**src/rtl/fetch_ctrl_if.sv**
```systemverilog
// Fetch-stage bus bundle: execute redirect and decode stall inputs, the
// instruction-memory req/ack port, and the decode-facing valid/instr outputs.
// The master modport is the fetch controller. The slave modport is its surroundings.
interface fetch_ctrl_if;
    logic        stall_i;
    logic        redirect_i;
    logic [31:0] redirect_pc_i;
    logic        mem_req_o;
    logic [31:0] mem_addr_o;
    logic        mem_ack_i;
    logic [31:0] mem_rdata_i;
    logic        instr_valid_o;
    logic [31:0] instr_o;
    logic [31:0] instr_pc_o;
    logic [31:0] pc_o;

    modport master (
        input  stall_i, redirect_i, redirect_pc_i, mem_ack_i, mem_rdata_i,
        output mem_req_o, mem_addr_o, instr_valid_o, instr_o, instr_pc_o, pc_o
    );

    modport slave (
        output stall_i, redirect_i, redirect_pc_i, mem_ack_i, mem_rdata_i,
        input  mem_req_o, mem_addr_o, instr_valid_o, instr_o, instr_pc_o, pc_o
    );
endinterface

```
**src/rtl/fetch_ctrl.sv**
```systemverilog
// Instruction fetch sequencer. It owns the PC and keeps at most one memory
// request outstanding. It hands each fetched word to decode with a
// valid/stall handshake. Execute redirects replace sequential PC+STEP flow.
// A redirect that arrives while a request is in flight waits in DRAIN. The
// stale response is absorbed there, and then the new target is requested.
module fetch_ctrl #(
    parameter logic [31:0] RESET_VECTOR = 32'h0000_0000,
    parameter logic [31:0] PC_STEP      = 32'd4
) (
    input  logic         clk,
    input  logic         reset,
    fetch_ctrl_if.master bus
);

    typedef enum logic [1:0] {
        BOOT  = 2'd0,
        REQ   = 2'd1,
        DRAIN = 2'd2,
        ISSUE = 2'd3
    } state_t;

    state_t      state_q;
    logic [31:0] pc_q;          // architectural next-fetch PC
    logic [31:0] req_addr_q;    // address of the request on the bus
    logic        req_q;
    logic        valid_q;
    logic [31:0] instr_q;
    logic [31:0] instr_pc_q;

    logic [31:0] pc_seq_d;      // sequential successor of pc_q
    logic [31:0] redirect_tgt_d;

    // Next-address arithmetic. Redirect targets are word aligned, and the sequential step wraps modulo 2^32.
    always_comb begin
        pc_seq_d       = pc_q + PC_STEP;
        redirect_tgt_d = bus.redirect_pc_i & 32'hFFFF_FFFC;
    end

    // Fetch FSM. All outputs are registered, so decode and memory see clean signals.
    always_ff @(posedge clk) begin
        if (!reset) begin
            state_q    <= BOOT;
            pc_q       <= RESET_VECTOR;
            req_addr_q <= RESET_VECTOR;
            req_q      <= 1'b0;
            valid_q    <= 1'b0;
            instr_q    <= 32'h0;
            instr_pc_q <= 32'h0;
        end else begin
            case (state_q)
                BOOT: begin
                    // Any ack seen here belongs to a request abandoned by reset.
                    state_q <= REQ;
                    req_q   <= 1'b1;
                    if (bus.redirect_i) begin
                        pc_q       <= redirect_tgt_d;
                        req_addr_q <= redirect_tgt_d;
                    end else begin
                        req_addr_q <= pc_q;
                    end
                end

                REQ: begin
                    if (bus.mem_ack_i && !bus.redirect_i) begin
                        instr_q    <= bus.mem_rdata_i;
                        instr_pc_q <= pc_q;
                        pc_q       <= pc_seq_d;
                        valid_q    <= 1'b1;
                        req_q      <= 1'b0;
                        state_q    <= ISSUE;
                    end else if (bus.mem_ack_i && bus.redirect_i) begin
                        // The response is on the wrong path. Start the new target at once.
                        pc_q       <= redirect_tgt_d;
                        req_addr_q <= redirect_tgt_d;
                    end else if (bus.redirect_i) begin
                        // Keep the in-flight address on the bus until memory answers.
                        pc_q    <= redirect_tgt_d;
                        state_q <= DRAIN;
                    end
                end

                DRAIN: begin
                    if (bus.mem_ack_i) begin
                        // Discard the stale word. The next request goes to the latest target.
                        state_q    <= REQ;
                        pc_q       <= bus.redirect_i ? redirect_tgt_d : pc_q;
                        req_addr_q <= bus.redirect_i ? redirect_tgt_d : pc_q;
                    end else if (bus.redirect_i) begin
                        pc_q <= redirect_tgt_d;
                    end
                end

                ISSUE: begin
                    if (bus.redirect_i) begin
                        valid_q    <= 1'b0;
                        pc_q       <= redirect_tgt_d;
                        req_addr_q <= redirect_tgt_d;
                        req_q      <= 1'b1;
                        state_q    <= REQ;
                    end else if (!bus.stall_i) begin
                        valid_q    <= 1'b0;
                        req_addr_q <= pc_q;
                        req_q      <= 1'b1;
                        state_q    <= REQ;
                    end
                end

                default: begin
                    state_q <= BOOT;
                    req_q   <= 1'b0;
                    valid_q <= 1'b0;
                end
            endcase
        end
    end

    // Drive the bus outputs from the registers.
    always_comb begin
        bus.mem_req_o     = req_q;
        bus.mem_addr_o    = req_addr_q;
        bus.instr_valid_o = valid_q;
        bus.instr_o       = instr_q;
        bus.instr_pc_o    = instr_pc_q;
        bus.pc_o          = pc_q;
    end

endmodule

```
**src/flat_wrapper.sv**
```systemverilog
// flat-port wrapper written by rule: the top's interface ports become plain ports
module fetch_ctrl_flat 
#(
    parameter logic [31:0] RESET_VECTOR = 32'h0000_0000,
    parameter logic [31:0] PC_STEP      = 32'd4
)
  (clk, reset, bus_stall_i, bus_redirect_i, bus_redirect_pc_i, bus_mem_ack_i, bus_mem_rdata_i, bus_mem_req_o, bus_mem_addr_o, bus_instr_valid_o, bus_instr_o, bus_instr_pc_o, bus_pc_o);
  fetch_ctrl_if bus_i ();
  input  logic clk;
  input  logic reset;
  input wire logic [$bits(bus_i.stall_i)-1:0] bus_stall_i;
  input wire logic [$bits(bus_i.redirect_i)-1:0] bus_redirect_i;
  input wire logic [$bits(bus_i.redirect_pc_i)-1:0] bus_redirect_pc_i;
  input wire logic [$bits(bus_i.mem_ack_i)-1:0] bus_mem_ack_i;
  input wire logic [$bits(bus_i.mem_rdata_i)-1:0] bus_mem_rdata_i;
  output wire logic [$bits(bus_i.mem_req_o)-1:0] bus_mem_req_o;
  output wire logic [$bits(bus_i.mem_addr_o)-1:0] bus_mem_addr_o;
  output wire logic [$bits(bus_i.instr_valid_o)-1:0] bus_instr_valid_o;
  output wire logic [$bits(bus_i.instr_o)-1:0] bus_instr_o;
  output wire logic [$bits(bus_i.instr_pc_o)-1:0] bus_instr_pc_o;
  output wire logic [$bits(bus_i.pc_o)-1:0] bus_pc_o;
  assign bus_i.stall_i = bus_stall_i;
  assign bus_i.redirect_i = bus_redirect_i;
  assign bus_i.redirect_pc_i = bus_redirect_pc_i;
  assign bus_i.mem_ack_i = bus_mem_ack_i;
  assign bus_i.mem_rdata_i = bus_mem_rdata_i;
  assign bus_mem_req_o = bus_i.mem_req_o;
  assign bus_mem_addr_o = bus_i.mem_addr_o;
  assign bus_instr_valid_o = bus_i.instr_valid_o;
  assign bus_instr_o = bus_i.instr_o;
  assign bus_instr_pc_o = bus_i.instr_pc_o;
  assign bus_pc_o = bus_i.pc_o;
  fetch_ctrl #(.RESET_VECTOR(RESET_VECTOR), .PC_STEP(PC_STEP)) u_core (.clk(clk), .reset(reset), .bus(bus_i));
endmodule
```
**config.mk**
```make
export PLATFORM = sky130hd
export DESIGN_NAME = fetch_ctrl_flat
export DESIGN_NICKNAME = d
export VERILOG_FILES = /design/src/rtl/fetch_ctrl_if.sv /design/src/rtl/fetch_ctrl.sv /design/src/flat_wrapper.sv
export SDC_FILE = /design/constraint.sdc
export NUM_CORES = 1
export LEC_CHECK = 0
export CAP_MARGIN = 20
export CORE_MARGIN = 3
export CORE_UTILIZATION = 40
export DETAILED_ROUTE_END_ITERATION = 7
export PLACE_DENSITY = 0.8
export SYNTH_ARGS = -nofsm -noshare
export SYNTH_HDL_FRONTEND = slang
export SYNTH_SLANG_ARGS = --single-unit
export TNS_END_PERCENT = 50
```
**constraint.sdc**
```tcl
create_clock -name clk -period 4.7 [get_ports clk]
set_input_delay 0.705 -clock clk [delete_from_list [all_inputs] [get_ports clk]]
set_output_delay 0.705 -clock clk [all_outputs]
set_load 0.01 [all_outputs]
```
==> flow_metrics.tcl, run 1 <==
set metrics [dict create \
    critPathMaxStageDelay_ns 0.98 \
    wl_per_cell_um 17.2 \
    synth.distinct_cells 52 \
    skew_ns 0.0115 \
    initial_core_util 0.420 \
    htreeDepth 4 \
    num-fill-cells 1233 \
    postCtsSetupBuffers 0 \
    n_antenna_cell 0 \
    leakagePower_nw 2.84 \
    end_kind "flop" \
    io_buffers 196 \
    synth-edff-count 0 \
    most-common-layout-cells "clkdlybuf4s50_1 (196), nand2_1 (155), dfxtp_1 (132)" \
    hold_path.class "reg2reg" \
    fin_crit_ns 2.76 \
    power.internal_mw 2.18 \
    slew_viol_final 0 \
    grt_pass1_vias 5301 \
    worst_pin_slew_ns 1.03 \
    area_growth_pct 45.2 \
    hpwl_mm 11.9 \
    relSlewSlack 0.312 \
    ys_seq_area_frac 0.464 \
    drive_above_1_share 0.0557 \
    core_area_um2 13600 \
    routed.top_layer "met4" \
    synth_ff_type "dfxtp_1" \
    ioPinCount 199 \
    finish.net_count 922 \
    stdcell_count 1038 \
    worst-path-buf-inv 2 \
    wl_met3_mm 1.16 \
    crit_chain "clkdlybuf4s50_1 -> nor2b_1 -> o21a_1 -> nor2_2 -> buf_4 -> a311oi_1" \
    synth_area_leader_cell "dfxtp_1" \
    cts_hold_buf 0 \
    synth.avg_cell_area_um2 8.28 \
    setup_viol 0 \
    yosys_register_bits 132 \
    viasPerCell 5.46 \
    cp_slowest_cell "clkdlybuf4s50_1" \
    die_x_um 125 \
    finalSetupTns_ns 0 \
    synth_nets 758 \
    cp_max_fo 21 \
    wirelength_mm 17.9 \
    outcome "complete, no violations" \
    path_clk_slew_ns 0.05 \
    maxCapViolCount 0 \
    rsz0062_at_grt "false" \
    first_iter_violations 395 \
    comb_power_share 0.155 \
    vias 5668 \
    clock_latency_ns 0.42 \
    worstSetupPathType "in2reg" \
    cp-start-kind "input pin" \
    gp_congestion 0.769 \
    switchingPower_mw 0.746 \
    grt_max_degree 72 \
    overflow 0 \
    irDropWorstVdd_mv 0.246 \
    die_h_um 125 \
    arrival_ns 3.02 \
    cts_buffers 17 \
    required_ns 4.96 \
    p_clk_frac 0.416 \
    cts.repair.resized 0 \
    cts_buffer_depth 2 \
    synth_top_cell_area_share 0.464 \
    critical_path.top_delay_family "buffers and inverters" \
    root_buffer "clkbuf_16" \
    ant_nets 0 \
    synth.cell_area_um2 5700 \
    sequentialPowerShare 0.429 \
    switching_share 0.255 \
    dp.cells 1009 \
    p_per_area_nw_per_um2 354 \
    yosysWarnings 0 \
    antenna_found_initial 0 \
    track_usage 0.226 \
    cts_tree "built" \
    cts.sinks 132 \
    m1WireLength_mm 7.74 \
    synth_area_leaders "dfxtp_1 (46%), nand2_1 (10%), a21oi_1 (9.3%), mux2i_1 (4.9%), a211oi_1 (3.3%)" \
    num_rows 42 \
    fp.dieArea_um2 15700 \
    finalCritPeriodShare 0.588 \
    dr_wl_met2_mm 8.55 \
    fin_util 0.610 \
    max_freq_ghz 0.362 \
    synth_cells 688 \
    grt_pass1_wl_mm 28.6 \
    final_hold_viol_count 0 \
    drcViolationCount 0 \
    final_common_cell "clkdlybuf4s50_1" \
    async_flop_share 0 \
    dr.pass1.iters 5 \
]
## worst register-to-register path, delay by kind of cell (launching register included)
kind | cells | cell delay [ns]
flops | 1 | 0.51
compound gates | 2 | 0.83
simple gates | 2 | 0.98
## cell families (layout without fill, tap and decap cells)
group	after synthesis	count (layout)	share of synthesized area
AND/OR/NAND/NOR	245	245	0.208
AO/OA/AOI/OAI	206	206	0.211
flip-flops	132	132	0.464
buffers and inverters	64	238	0.0477
multiplexers	28	28	0.0492
XOR/XNOR	12	12	0.0185
adder cells (fa/ha/maj)	1	1	0.00220
## power by group through the flow
stage          Sequential, mW  Clock [mW]  Combinational [mW]
6_report                 1.26        1.22               0.452
5_1_grt                  1.27        1.29               0.491
4_1_cts                  1.26        1.24               0.454
3_5_place_dp             1.28           0               0.452
3_3_place_gp             1.28           0               0.446
2_1_floorplan            1.28           0               0.196
## cells in the mapped netlist (2+ instances only)
master	count
nand2_1	155
dfxtp_1	132
a21oi_1	106
clkbuf_1	42
o21ai_0	37
mux2i_1	28
a211oi_1	25
nor2_1	15
buf_2	13
nand4_1	13
a31oi_1	11
o31ai_1	8
or4_1	8
xnor2_1	8
nand3_1	7
nor4_1	7
a311oi_1	5
nor2b_1	5
or3_1	5
and3_1	4
and4_1	4
nor3_1	4
xor2_1	4
clkbuf_2	3
nand2b_1	3
o2111ai_1	3
o311a_1	3
o31a_1	3
buf_1	2
inv_1	2
or4b_1	2
## final timing paths
check / end / slack [ns] / depth (start not counted) / start
setup / recovery: u_core.bus.mem_addr_o[20]$_SDFFE_PN0P_ / 1.94 / 6 / bus_redirect_i
hold / removal: u_core.bus.instr_pc_o[10]$_SDFFE_PN0N_ / 0.45 / 2 / u_core.bus.instr_pc_o[10]$_SDFFE_PN0N_
setup reg to reg: u_core.bus.pc_o[25]$_SDFF_PN0_ / 2.27 / 4 / u_core.bus.pc_o[9]$_SDFF_PN0_
hold reg to reg: u_core.bus.instr_pc_o[10]$_SDFFE_PN0N_ / 0.45 / 2 / u_core.bus.instr_pc_o[10]$_SDFFE_PN0N_
## metrics by stage
stage / setup WS [ns] / instance area [um2] / total power, mW / hold slack, ns
final: 1.94 / 8270 / 2.92 / 0.451
after global placement: 1.55 / 7730 / 1.72 / 0.441
after CTS: 1.97 / 8270 / 2.95 / 0.453
after detailed placement: 1.52 / 7730 / 1.73 / 0.445
after global routing: 1.78 / 8270 / 3.05 / 0.462
after floorplan: 2.54 / 5700 / 1.48 / 0.480
## state kept, by name, summed over array words and instances, names as in the netlist
signal	cells
u_core.bus.instr_o	32
u_core.bus.instr_pc_o	32
u_core.bus.mem_addr_o	32
u_core.bus.pc_o	32
u_core.state_q	2
u_core.bus.instr_valid_o	1
u_core.bus.mem_req_o	1
## layout make-up
type                    count  area [um2]  share of cell area
well taps                 176         220              0.0266
clock buffers              23         478              0.0578
repair buffers            207        2040               0.247
clock inverters             6        55.1             0.00666
flip-flops and latches    132        2640               0.320
inverters                   2        8.76             0.00106
multi-input cells         492        2820               0.341
## layer usage
metal / vias to the layer above / track usage
li1: 2782 / -
met1: 2671 / 0.289
met2: 185 / 0.363
met3: 30 / 0.0631
met4: 0 / 0.0874
met5: - / 0
Power figures use the tool's default switching activity.
==> run 2: changes to the inputs <==
PLACE_DENSITY = 0.83   (was 0.8)
clock period = 2.5 ns   (was 4.7 ns; I/O delays follow)
==> run 2 against run 1 <==
  * Total power up 88%
  * Die area unchanged
  * Final area up 2.8%
  * Critical path type is now reg2reg
  * Largest cell class unchanged
  * Largest power group unchanged
==> flow_metrics.tcl, run 2 (same netlist as run 1, synthesis figures left out) <==
set metrics [dict create \
    outcome "complete, no violations" \
    switchingPower_mw 1.41 \
    area_growth_pct 49.2 \
    grt_pass1_wl_mm 29.9 \
    max_freq_ghz 0.467 \
    switching_share 0.257 \
    die_x_um 125 \
    grt_max_degree 51 \
    cp-start-kind "flop" \
    end_kind "flop" \
    track_usage 0.234 \
    core_area_um2 13600 \
    postCtsSetupBuffers 0 \
    drcViolationCount 0 \
    r2r_slack_ns 0.36 \
    root_buffer "clkbuf_16" \
    slew_viol_final 0 \
    ff2ff_path_depth 4 \
    clock_latency_ns 0.42 \
    regArea_um2 2640 \
    finalCritPeriodShare 0.856 \
    ant_nets 0 \
    htreeDepth 4 \
    postLayoutCellArea_um2 8500 \
    cts_hold_buf 0 \
    wirelength_mm 18.3 \
    final_common_cell "clkdlybuf4s50_1" \
    skew_ns 0.0102 \
    grt_pass1_vias 5694 \
    relSlewSlack 0.629 \
    path_clk_slew_ns 0.06 \
    cts_buffers 17 \
    hpwl_mm 12.5 \
    cts.repair.resized 0 \
    multi_input_area_um2 2820 \
    num-fill-cells 1202 \
    antenna_found_initial 0 \
    cts_buffer_depth 2 \
    leakagePower_nw 2.97 \
    vias 5841 \
    most-common-layout-cells "clkdlybuf4s50_1 (196), nand2_1 (155), dfxtp_1 (132)" \
    cts.sinks 132 \
    gp_congestion 0.834 \
    cts_tree "built" \
    cp_max_fo 9 \
    reg2reg_to "u_core.bus.pc_o[21]$_SDFF_PN0_" \
    stdcell_count 1062 \
    fp.dieArea_um2 15700 \
    maxCapViolCount 0 \
    viasPerCell 5.50 \
    num_rows 42 \
    finish.net_count 947 \
    io_buffers 196 \
    hold_path.class "reg2reg" \
    worstSetupPathType "reg2reg" \
    hold_depth 2 \
    setup_viol 0 \
    final_hold_viol_count 0 \
    p_per_area_nw_per_um2 646 \
    r2r-start "u_core.bus.pc_o[4]$_SDFF_PN0_" \
    sequentialPowerShare 0.425 \
    place_area_um2 7970 \
    holdPathEnd "u_core.bus.instr_o[19]$_SDFFE_PN0N_" \
    power.internal_mw 4.08 \
    fin_crit_ns 2.14 \
    ioPinCount 199 \
    wl_per_cell_um 17.2 \
    initial_core_util 0.420 \
    overflow 0 \
    drive_above_1_share 0.0835 \
    dp.cells 1034 \
    finalSetupTns_ns 0 \
    arrival_ns 2.45 \
    n_antenna_cell 0 \
    required_ns 2.81 \
    rsz0062_at_grt "false" \
    comb_power_share 0.170 \
    p_clk_frac 0.406 \
    first_iter_violations 456 \
    min-delay-start "u_core.bus.instr_o[19]$_SDFFE_PN0N_" \
    die_h_um 125 \
    irDropWorstVdd_mv 0.556 \
    dr.pass1.iters 5 \
    worst_pin_slew_ns 0.556 \
]
## run 2: cell count changes in the layout (fill, tap and decap cells not counted), sizes merged
cell      change
buf          +25
bufinv        -1
clkinv        -1
clkinvlp      +1
## run 2: how the worst max path moves through the flow
| stage | from | slack, ns | to |
|---|---|---|---|
| floorplan | u_core.bus.pc_o[2]$_SDFF_PN0_ | 0.58 | u_core.bus.pc_o[28]$_SDFF_PN0_ |
| global placement | bus_mem_ack_i | 0.16 | u_core.bus.mem_addr_o[6]$_SDFFE_PN0P_ |
| detailed placement | bus_mem_ack_i | 0.13 | u_core.bus.mem_addr_o[14]$_SDFFE_PN0P_ |
| CTS | u_core.bus.pc_o[4]$_SDFF_PN0_ | 0.40 | u_core.bus.pc_o[21]$_SDFF_PN0_ |
| global route | bus_mem_ack_i | 0.24 | u_core.bus.mem_addr_o[26]$_SDFFE_PN0P_ |
| finish | u_core.bus.pc_o[4]$_SDFF_PN0_ | 0.36 | u_core.bus.pc_o[21]$_SDFF_PN0_ |
## run 2: metal layers
metal	routed length [um]	share of wire	track usage
met2	8880	0.49	0.381
met5	0	0	0
met3	1170	0.064	0.0610
met4	424	0.023	0.0880
met1	7790	0.43	0.300
## run 2: cell type report
class / instances / share of cell area
Multi-Input combinational cell: 492 / 0.332
Clock buffer: 23 / 0.0586
Timing Repair Buffer: 232 / 0.269
Clock inverter: 5 / 0.00324
Sequential cell: 132 / 0.311
Tap cell: 176 / 0.0259
Inverter: 2 / 0.00103
## run 2: power by group through the flow
stage	Clock (mW)	Sequential (mW)	Combinational [mW]
6_report	2.23	2.33	0.932
5_1_grt	2.37	2.35	1.01
4_1_cts	2.27	2.33	0.934
3_5_place_dp	0	2.38	0.928
3_3_place_gp	0	2.37	0.915
2_1_floorplan	0	2.41	0.368
## run 2: critical path: stages, from the launching register on
cell      delay [ns]
dfxtp_1         0.61
and4_2          0.39
nand3_1         0.32
or4b_1          0.59
o2111a_1        0.12
## run 2: metrics by stage
stage	utilization	total power [mW]	worst slack, ns	hold slack (ns)
6_report	0.627	5.49	0.360	0.451
5_1_grt	0.627	5.73	0.244	0.466
4_1_cts	0.627	5.54	0.397	0.453
3_5_place_dp	0.588	3.30	0.129	0.446
3_3_place_gp	0.588	3.28	0.164	0.441
2_1_floorplan	-	2.78	0.583	0.480
